===== config.mk =====
export PLATFORM = sky130hd
export DESIGN_NAME = galaga_rom_loader
export DESIGN_NICKNAME = d
export VERILOG_FILES = /design/src/rtl/galaga_rom_loader.sv
export SDC_FILE = /design/constraint.sdc
export NUM_CORES = 1
export LEC_CHECK = 0
export BUFFER_PORTS_ARGS = -buffer_cell sky130_fd_sc_hd__buf_2
export CAP_MARGIN = 20
export CORE_MARGIN = 2
export CORE_UTILIZATION = 49
export DETAILED_ROUTE_END_ITERATION = 12
export MAX_ROUTING_LAYER = met4
export PLACE_DENSITY = 0.73
export SLEW_MARGIN = 10
export SYNTH_ARGS = -nofsm -noshare
export SYNTH_HDL_FRONTEND = slang
export SYNTH_SLANG_ARGS = --single-unit

===== constraint.sdc =====
create_clock -name clk_sys -period 2.6 [get_ports clk_sys]
set_input_delay 0.13 -clock clk_sys [delete_from_list [all_inputs] [get_ports clk_sys]]
set_output_delay 0.13 -clock clk_sys [all_outputs]
set_load 0.01 [all_outputs]

===== src/rtl/galaga_rom_loader.sv =====
// galaga_rom_loader: routes the hps_io ioctl ROM download into the Galaga
// core's ROM write port, tracks image length/overflow, and owns core reset.
module galaga_rom_loader #(
   parameter logic [16:0] REG0_END      = 17'h04000,
   parameter logic [16:0] REG1_END      = 17'h05000,
   parameter logic [16:0] REG2_END      = 17'h06000,
   parameter logic [16:0] TOTAL_SIZE    = 17'h10000,
   parameter int unsigned SETTLE_CYCLES = 1024
) (
   input  logic        clk_sys,
   input  logic        reset_n,
   input  logic        ioctl_download,
   input  logic        ioctl_wr,
   input  logic [24:0] ioctl_addr,
   input  logic [7:0]  ioctl_dout,
   input  logic        user_reset,
   output logic [16:0] dn_addr,
   output logic [7:0]  dn_data,
   output logic        dn_wr,
   output logic [3:0]  rom_we,
   output logic        core_reset,
   output logic        rom_ok,
   output logic        dl_overflow,
   output logic [16:0] byte_count
);

   localparam int unsigned CNT_W = $clog2(SETTLE_CYCLES);
   localparam logic [CNT_W-1:0] SETTLE_LOAD = CNT_W'(SETTLE_CYCLES - 1);

   typedef enum logic [1:0] {WAIT_DL, LOAD, SETTLE, RUN} state_t;

   state_t           state_q, state_d;
   logic             dl_q, dl_d;
   logic [16:0]      dn_addr_q, dn_addr_d;
   logic [7:0]       dn_data_q, dn_data_d;
   logic             dn_wr_q, dn_wr_d;
   logic [3:0]       rom_we_q, rom_we_d;
   logic             core_reset_q, core_reset_d;
   logic             rom_ok_q, rom_ok_d;
   logic             dl_overflow_q, dl_overflow_d;
   logic [16:0]      byte_count_q, byte_count_d;
   logic [CNT_W-1:0] settle_q, settle_d;

   logic dl_rise;
   logic in_range;
   logic wr_accept;

   // Next-state: write acceptance/decode, length bookkeeping and FSM sequencing.
   always_comb begin
      state_d       = state_q;
      dl_d          = ioctl_download;
      dn_addr_d     = dn_addr_q;
      dn_data_d     = dn_data_q;
      dn_wr_d       = 1'b0;
      rom_we_d      = '0;
      rom_ok_d      = rom_ok_q;
      dl_overflow_d = dl_overflow_q;
      byte_count_d  = byte_count_q;
      settle_d      = settle_q;

      dl_rise   = ioctl_download & ~dl_q;
      in_range  = (ioctl_addr[24:17] == '0) && (ioctl_addr[16:0] < TOTAL_SIZE);
      wr_accept = (state_q == LOAD) && ioctl_wr && in_range;

      if (wr_accept) begin
         dn_wr_d   = 1'b1;
         dn_addr_d = ioctl_addr[16:0];
         dn_data_d = ioctl_dout;
         if (ioctl_addr[16:0] < REG0_END)      rom_we_d = 4'b0001;
         else if (ioctl_addr[16:0] < REG1_END) rom_we_d = 4'b0010;
         else if (ioctl_addr[16:0] < REG2_END) rom_we_d = 4'b0100;
         else                                  rom_we_d = 4'b1000;
         if (byte_count_q != '1) byte_count_d = byte_count_q + 17'd1;
      end else if ((state_q == LOAD) && ioctl_wr) begin
         dl_overflow_d = 1'b1;
      end

      case (state_q)
         WAIT_DL: begin
            if (dl_rise) begin
               state_d       = LOAD;
               byte_count_d  = '0;
               dl_overflow_d = 1'b0;
               rom_ok_d      = 1'b0;
            end
         end
         LOAD: begin
            // Evaluation uses the _d values so a write landing with the fall is included.
            if (!ioctl_download) begin
               if ((byte_count_d >= TOTAL_SIZE) && !dl_overflow_d) begin
                  rom_ok_d = 1'b1;
                  state_d  = SETTLE;
                  settle_d = SETTLE_LOAD;
               end else begin
                  rom_ok_d = 1'b0;
                  state_d  = WAIT_DL;
               end
            end
         end
         SETTLE: begin
            if (dl_rise) begin
               state_d       = LOAD;
               byte_count_d  = '0;
               dl_overflow_d = 1'b0;
               rom_ok_d      = 1'b0;
            end else if (settle_q == '0) begin
               state_d = RUN;
            end else begin
               settle_d = settle_q - 1'b1;
            end
         end
         RUN: begin
            if (dl_rise) begin
               state_d       = LOAD;
               byte_count_d  = '0;
               dl_overflow_d = 1'b0;
               rom_ok_d      = 1'b0;
            end else if (user_reset) begin
               state_d  = SETTLE;
               settle_d = SETTLE_LOAD;
            end
         end
         default: state_d = WAIT_DL;
      endcase

      core_reset_d = (state_q != RUN);
   end

   // State and registered outputs, cleared asynchronously by reset_n.
   always_ff @(posedge clk_sys or negedge reset_n) begin
      if (!reset_n) begin
         state_q       <= WAIT_DL;
         dl_q          <= 1'b0;
         dn_addr_q     <= '0;
         dn_data_q     <= '0;
         dn_wr_q       <= 1'b0;
         rom_we_q      <= '0;
         core_reset_q  <= 1'b1;
         rom_ok_q      <= 1'b0;
         dl_overflow_q <= 1'b0;
         byte_count_q  <= '0;
         settle_q      <= '0;
      end else begin
         state_q       <= state_d;
         dl_q          <= dl_d;
         dn_addr_q     <= dn_addr_d;
         dn_data_q     <= dn_data_d;
         dn_wr_q       <= dn_wr_d;
         rom_we_q      <= rom_we_d;
         core_reset_q  <= core_reset_d;
         rom_ok_q      <= rom_ok_d;
         dl_overflow_q <= dl_overflow_d;
         byte_count_q  <= byte_count_d;
         settle_q      <= settle_d;
      end
   end

   assign dn_addr     = dn_addr_q;
   assign dn_data     = dn_data_q;
   assign dn_wr       = dn_wr_q;
   assign rom_we      = rom_we_q;
   assign core_reset  = core_reset_q;
   assign rom_ok      = rom_ok_q;
   assign dl_overflow = dl_overflow_q;
   assign byte_count  = byte_count_q;

endmodule


## Word-level counts from Yosys, hierarchy flattened

Index checks and enable logic that the tools add are counted.

- Bits in registers: 63
- Output and inout bits: 50
- Word-level logic and storage cells: 80

- Add/subtract/negate cells: 2
- Equality and inequality tests: 15
- $lt $le $gt $ge: 5
- Bitwise logic cells: 2
- Reductions and logical operators: 13
- Multiplexer cells: 32

Operators with widths:

| cell | number |
|---|---|
| 2-to-1 mux 17 bit | 4 |
| 2-to-1 mux 10 bit | 6 |
| < comparator 17 x 15 -> 1 bit, second input constant | 3 |
| case mux 10 bit (3 select lines) | 1 |
| adder 17 x 1 -> 17 bit, second input constant | 1 |
| greater-or-equal comparator 17 bit, second input constant | 1 |
| < comparator 17 bit, second input constant | 1 |
| != test 17 bit, second input constant | 1 |
| 2-to-1 mux 4 bit | 4 |
| 2-to-1 mux 2 bit | 7 |
| != test 2 bit, second input constant | 7 |
| logical NOT 10 bit | 1 |
| subtractor 10 x 1 -> 10 bit, second input constant | 1 |
| logical NOT 8 bit | 1 |
| 2-to-1 mux 1 bit | 8 |
| case mux 2 bit (4 select lines) | 1 |
| AND reduction 7 bit | 1 |
| != test 3 bit, second input constant | 2 |
| equality test 2 bit, second input constant | 2 |
| logical AND 1 bit | 4 |
| != test 2 x 1 -> 1 bit, second input constant | 2 |
| AND reduction 4 bit | 1 |
| nonzero test 3 bit | 1 |
| OR reduction 3 bit | 1 |
| 7 further kinds | 7 |

## Depth between registers and ports, before layout

Gate-level depths: netlist (run 1).

- Depth after elaboration: 9
- Mapped depth: 9

## Worst setup path after synthesis (run 1)

OpenSTA, ideal clock, no wires.

- Path kind: register to register
- Start: register byte_count_q[0] (netlist: byte_count[0])
- End: register byte_count_q[11] (netlist: byte_count[11])
- Period minus slack after synthesis: 1.984 ns
- Cell stages (with the launch flop): 9
- Arrival time: 1.864 ns
- Setup time: 0.120 ns
- Path slack: 0.616 ns
- Cell sequence: dfrtp_1 -> ha_1 -> and3_1 -> and4_4 -> buf_6 -> a211oi_4 -> buf_6 -> a31oi_1 -> a41o_1

- Word-level cells in the longest chain between the ends: 5
- Elaborated cells on any way between the ends: 6
- Those cells by class: add/sub (1); eq/ne (1); mux (4)

RTL lines:

| item | RTL line | RTL |
|---|---|---|
| start: declaration | 41 | `logic [16:0] byte_count_q, byte_count_d;` |
| start signal: assignment | 153 | `byte_count_q <= byte_count_d;` |
| adder 17 x 1 -> 17 bit or != test 17 bit (tied branches) | 73 | `if (byte_count_q != '1) byte_count_d = byte_count_q + 17'd1;` |
| 2-to-1 mux 17 bit * | 73 |  |
| 2-to-1 mux 17 bit * | 65 | `if (wr_accept) begin` |
| 2-to-1 mux 17 bit | 80, 101, 113 |  |
| 2-to-1 mux 17 bit * | - |  |
| via byte_count_d[11] | 41 |  |

The timed path passes the listed nets; every way through them passes the cells marked *.
A chain may end at the register's enable or synchronous reset.

## Worst setup path in the final report (run 1)

- Start: register state_q[0]
- End: register settle_q[9]

- Word-level cells in the longest chain between the ends: 8
- Elaborated cells on any way between the ends: 20
- Those cells by class: order compare (1); eq/ne (9); mux (4); reduce/logical (6)

RTL lines:

| item | RTL line | RTL |
|---|---|---|
| start: declaration | 32 | `state_t state_q, state_d;` |
| start signal: assignment | 144 | `state_q <= state_d;` |
| equality test 2 x 1 -> 1 bit | 63, 74, 78 |  |
| logical AND 1 bit | 63, 74 |  |
| logical AND 1 bit or 2-to-1 mux 1 bit (tied branches) | 63, 74 |  |
| 2-to-1 mux 17 bit or 2-to-1 mux 1 bit (tied branches) | 65 |  |
| greater-or-equal comparator 17 bit or logical NOT 1 bit (tied branches) | 90 | `if ((byte_count_d >= TOTAL_SIZE) && !dl_overflow_d) begin` |
| logical AND 1 bit | 90 |  |
| != test 2 x 1 -> 1 bit (no source line) | - |  |
| AND reduction 7 bit (no source line) | - |  |
| end signal: assignment | 154 | `settle_q <= settle_d;` |
| end: declaration | 42 | `logic [CNT_W-1:0] settle_q, settle_d;` |

Parallel ways exist; a longest one is shown, timed or not.

==> run_results.csv, run 1 <==
group,metric,value,unit
min_path,min_from,"ioctl_addr[12]",
setup_path,reg2reg_from,"state_q[0]",
setup_path,crit_type,"reg2reg",
power,p_seq_share,49.5,%
sta,slew_violations,0,
floorplanning,core,0.00624,mm²
sta,skew,9.38,ps
yosys,async_flop_share,100,%
status,outcome,"completed",
sta,rsz0062_at_grt,"false",
clocking,cts-root-buf,"clkbuf_8",
floorplanning,dieArea,0.00700,mm²
placement,port_buffers,87,
setup_path,cp_slowest_stage_delay,450,ps
setup_path,rrSetupSlack,310,ps
final_layout,drive_above_1_share,28.3,%
final_layout,final_nets,475,
yosys,synth-seq-cells,63,
route,drc_errors,0,
placement,dpl_cell_area,0.00359,mm²
clocking,cts_hold_buf,24,
setup_path,cp.required,2820,ps
run,maxCapViolCount,0,
min_path,hold_path_class,"in2reg",
yosys,synth_common_cells,"nand2_1 (92), dfrtp_1 (62), nor2_1 (23)",
global_route,grt_usage,23.7,%
placement,detailed_place_hpwl,4980,µm
yosys,synthCells,322,
power,p_total,0.00208,W
setup_path,crit_arrival,2510,ps
final_layout,fin_util,64.6,%
clocking,clockBufferDepth,2,
floorplanning,die_w,83.7,µm
clocking,htree_levels,3,
yosys,yosys-top-cells-area,"dfrtp_1 (50%), nand2_1 (11%), nor2_1 (2.8%)",
power,leakage,2.09,nW
clocking,ctsResizeCount,0,
global_route,grt_pass1_vias,2716,
power,switching_share,24.0,%
power,p_sw,0.000499,W
yosys,synth-edff-count,0,
clocking,clock-sinks,63,
setup_path,cp-end-kind,"flip-flop",
sta,holdWs,30.2,ps
sta,fin_setup_tns,0,ps
final_layout,syn_to_final_growth,29.6,%
yosys,synth_ff_type,"dfrtp_1",
yosys,synth_top_cell_by_area,"dfrtp_1",
setup_path,crit_chain,"and3b_1 > nand4_4 > buf_4 > o21ai_1 > a21oi_1 > o41ai_1",
sta,final-hold-violation-count,0,
yosys,synth-warning-count,0,
clocking,numCtsBuffers,9,
sta,period_needed,2290,ps
final_layout,fin_area,0.00403,mm²
route,via_per_inst,5.48,
route,routed-via-count,2822,
route,drt-initial-drc-count,156,
global_route,grt-ovfl-total,0,
power,p_int,0.00158,W
power,powerDensity,516,mW/mm²
global_route,grt_start_max_net_pins,43,
floorplanning,die_y,83.7,µm
setup_path,rr_worst_depth,6,
clocking,worstSkewPairLatency,340,ps
yosys,syn-cell-area,0.00311,mm²
route,drt_first_pass_iters,4,
final_layout,num-fill-cells,522,
global_route,antenna_found_initial,0,
clocking,path_clk_slew,70,ps
setup_path,cp_slowest_cell,"dfrtp_1",
sta,worstMarginPinSlew,923,ps
power,ir_drop,347,µV
floorplanning,initial_core_util,49.8,%
setup_path,critPathLaunch,"state_q[0]",
yosys,syn-num-nets,363,
clocking,post_cts_buffers,0,
min_path,hold_depth,3,
sta,fin_crit_sh,88.0,%
power,combPwrFrac,9.4,%
min_path,hold-path-endpoint,"dn_addr[12]",
yosys,ys_types,57,
sta,max_freq,0.437,GHz
sta,slew_headroom,38.4,%
setup_path,critPathLaunchType,"flip-flop",
placement,gp_congestion,0.807,
yosys,yosysMostFrequentCell,"nand2_1",
setup_path,crit_path_max_fanout,21,
power,clkPwrFrac,41.1,%
route,detail-route-antenna-nets,0,
floorplanning,pin_count,88,
yosys,avgSynthCellArea,9.66,µm²
yosys,synth_top_area_share,49.9,%
global_route,grt_pass1_wl,12900,µm
setup_path,reg2reg_to,"settle_q[9]",
floorplanning,placementRows,29,
route,wl_per_cell,14.6,µm
final_layout,antennaDiodeCount,0,
route,wl,7540,µm
yosys,synth-seq-area-share,50.7,%
clocking,tritoncts,"yes",
sta,setup_viol,0,
## cell type report
type | count | area, µm² | area share [%]
Sequential cell | 63 | 1580 | 39.1
Multi-Input combinational cell | 234 | 1410 | 34.9
Timing Repair Buffer | 117 | 721 | 17.9
Clock buffer | 12 | 155 | 3.85
Tap cell | 77 | 96.3 | 2.39
Clock inverter | 3 | 42.5 | 1.06
Inverter | 9 | 33.8 | 0.838
## cells in the final DEF (no fill, tap or decap), drive strengths merged, types with 3 or more instances in the layout
cell type and count:
buf 93, nand2 92, dfrtp 62, dlygate4sd3 24, nor2 24, clkbuf 12, nor3 9, inv 9
nand4 9, a31oi 8, a21oi 6, a211oi 6, and3 5, nand2b 5, a41o 5, xnor2 5
o21a 5, and2 4, and4 4, o21ai 4, nor2b 3, mux2i 3, nand3 3, a2111oi 3
ha 3, nor4 3
## power by group through the flow
stage	logic, W	clock network [W]	registers, W
floorplan	0.0000745	0	0.00105
global placement	0.000165	0	0.00104
detailed placement	0.000170	0	0.00105
CTS	0.000196	0.000876	0.00103
global route	0.000219	0.000918	0.00103
finish	0.000195	0.000855	0.00103
## flip-flops by register name, summed over array words and instances, names as in the netlist
register     cells
dn_wr            1
dl_q             1
dn_addr         17
rom_ok           1
rom_we           4
dn_data          8
settle_q        10
core_reset       1
state_q          2
byte_count      17
dl_overflow      1
## kinds of logic (layout without fill, tap and decap cells)
family / count (synthesis) / after routing / synth area share, %
and+or+nand+nor: 168 / 168 / 26.3
DFF: 63 / 63 / 50.7
AOI/OAI and AO/OA: 53 / 53 / 14.6
buffers and inverters: 25 / 141 / 4.10
xor gates and xnor gates: 6 / 6 / 1.69
muxes: 4 / 4 / 1.33
adders and majority gates: 3 / 3 / 1.21
## how the worst max path moves through the flow
stage / end / cells past startpoint
final: settle_q[9] / 6
after floorplan: byte_count[11] / 8
after global routing: settle_q[9] / 6
after global placement: settle_q[7] / 6
after CTS: settle_q[9] / 6
after detailed placement: settle_q[7] / 6
## through the flow
step / cells / worst slack [ps]
6_report: 515 / 313
4_1_cts: 515 / 332
2_1_floorplan: 322 / 616
5_1_grt: 515 / 54.6
3_5_place_dp: 476 / 337
3_3_place_gp: 476 / 443
## critical path, delay by kind of cell, from the launching register on
kind / cells / cell delay [ps]
AOI/OAI and AO/OA: 3 / 740
buffers and inverters: 1 / 340
DFF: 1 / 450
and+or+nand+nor: 2 / 650
## routing by layer
| metal | share of wire (%) | track usage [%] | vias up |
|---|---|---|---|
| li1 | - | - | 1358 |
| met1 | 44 | 30.2 | 1377 |
| met2 | 49 | 37.6 | 74 |
| met3 | 4.9 | 5.74 | 13 |
| met4 | 1.9 | 7.92 | 0 |
| met5 | 0 | - | - |
(Power assumes the default switching activity.)
==> run 2, diff against run 1 <==
--- a/config.mk
+++ b/config.mk
@@ -12,6 +12,7 @@
 export DETAILED_ROUTE_END_ITERATION = 12
 export MAX_ROUTING_LAYER = met4
 export PLACE_DENSITY = 0.73
+export REMOVE_ABC_BUFFERS = 1
 export SLEW_MARGIN = 10
 export SYNTH_ARGS = -nofsm -noshare
 export SYNTH_HDL_FRONTEND = slang
==> constraint.sdc (replaced) <==
create_clock -name clk_sys -period 2.2 [get_ports clk_sys]
set_input_delay 0.11 -clock clk_sys [delete_from_list [all_inputs] [get_ports clk_sys]]
set_output_delay 0.11 -clock clk_sys [all_outputs]
set_load 0.01 [all_outputs]
==> run_results.csv, run 2 (synthesis gave the netlist of run 1 again) <==
group,metric,value,unit
final_layout,antennaDiodeCount,0,
final_layout,drive_above_1_share,28.9,%
global_route,antenna_found_initial,0,
global_route,grt_usage,23.3,%
floorplanning,core,0.00624,mm²
setup_path,crit_arrival,2340,ps
sta,max_freq,0.476,GHz
clocking,numCtsBuffers,9,
floorplanning,initial_core_util,49.8,%
global_route,grt_start_max_net_pins,64,
route,detail-route-antenna-nets,0,
global_route,grt_pass1_wl,12500,µm
route,drt_first_pass_iters,5,
final_layout,fin_util,64.9,%
sta,skew,9.82,ps
route,wl_per_cell,14.3,µm
setup_path,rr_worst_depth,6,
setup_path,critPathLaunchType,"flip-flop",
route,drc_errors,0,
floorplanning,die_w,83.7,µm
setup_path,crit_type,"reg2reg",
clocking,post_cts_buffers,0,
sta,fin_setup_tns,0,ps
floorplanning,die_y,83.7,µm
final_layout,final_nets,476,
setup_path,crit_path_max_fanout,13,
power,p_total,0.00246,W
sta,slew_violations,0,
final_layout,syn_to_final_growth,30.2,%
setup_path,cp.required,2440,ps
setup_path,cp-end-kind,"flip-flop",
placement,pre_cts_ws,118,ps
global_route,grt-ovfl-total,0,
final_layout,num-fill-cells,528,
clocking,worstSkewPairLatency,350,ps
sta,final-hold-violation-count,0,
clocking,path_clk_slew,80,ps
floorplanning,pin_count,88,
final_layout,final_common_cell,"nand2_1",
route,drt-initial-drc-count,157,
route,routed-via-count,2744,
power,leakage,2.09,nW
clocking,htree_levels,3,
status,outcome,"completed",
sta,slew_headroom,48.0,%
min_path,hold_depth,3,
floorplanning,dieArea,0.00700,mm²
sta,setup_viol,0,
sta,holdWs,14.6,ps
global_route,grt_pass1_vias,2592,
route,wl,7400,µm
min_path,hold_path_class,"in2reg",
placement,port_buffers,87,
run,maxCapViolCount,0,
route,via_per_inst,5.31,
sta,period_needed,2100,ps
clocking,tritoncts,"yes",
placement,detailed_place_hpwl,4790,µm
sta,rsz0062_at_grt,"false",
power,powerDensity,608,mW/mm²
clocking,clockBufferDepth,2,
final_layout,final_cell_mix,"nand2_1 (92), buf_2 (87), dfrtp_1 (61)",
clocking,clock-sinks,63,
placement,gp_congestion,0.809,
sta,fin_crit_sh,95.5,%
floorplanning,placementRows,29,
sta,worstMarginPinSlew,780,ps
power,ir_drop,486,µV
sta,setup_slack,98.7,ps
clocking,cts-root-buf,"clkbuf_8",
==> run 2: final timing paths <==
kind / from / slack (ps) / endpoint
worst min register to register: dn_addr[1] / 480 / dn_addr[1]
min in group asynchronous: reset_n / 460 / settle_q[9]
max in group asynchronous: reset_n / 1210 / state_q[0]
worst min-delay path: ioctl_addr[14] / 10 / dn_addr[14]
worst max register to register: byte_count[0] / 100 / byte_count[7]
worst max-delay path: byte_count[0] / 100 / byte_count[7]
==> run 2: layout make-up <==
class | count | area (µm²) | share of cell area (%)
sequential | 63 | 1580 | 39.0
multi-input combinational | 234 | 1410 | 34.7
timing repair buffer | 118 | 737 | 18.2
clock buffer | 9 | 124 | 3.06
tap | 77 | 96.3 | 2.38
clock inverter | 7 | 72.6 | 1.79
inverter | 9 | 33.8 | 0.834
==> run 2: per-stage QoR <==
| stage | std cells | area, µm² |
|---|---|---|
| floorplan | 306 | 3020 |
| global placement | 475 | 3590 |
| detailed placement | 475 | 3590 |
| CTS | 517 | 4040 |
| global route | 517 | 4050 |
| finish | 517 | 4050 |
==> run 2: power by group <==
part / switching, W / internal, W / total [W]
Sequential: 0.0000302 / 0.00118 / 0.00121
Combinational: 0.000125 / 0.000106 / 0.000232
Clock: 0.000489 / 0.000524 / 0.00101
==> run 2: repair_timing <==
action	in CTS	in global routing
endpoints found under the setup margin	0	1
hold buffers	26	0
endpoints found under the hold margin	87	0
gates resized for setup	0	3
==> run 2: layer usage <==
layer	routed length (µm)	global-route usage (%)
met5	0	-
met4	225	12.5
met3	336	3.76
met2	3570	35.9
met1	3270	29.6
==> run 2: worst max-delay path, stage by stage, from the launching register on <==
cell,delay (ps)
dfrtp_1,410
ha_1,260
and3_1,170
and4_4,240
a211oi_4,540
a31oi_1,160
a41o_1,220
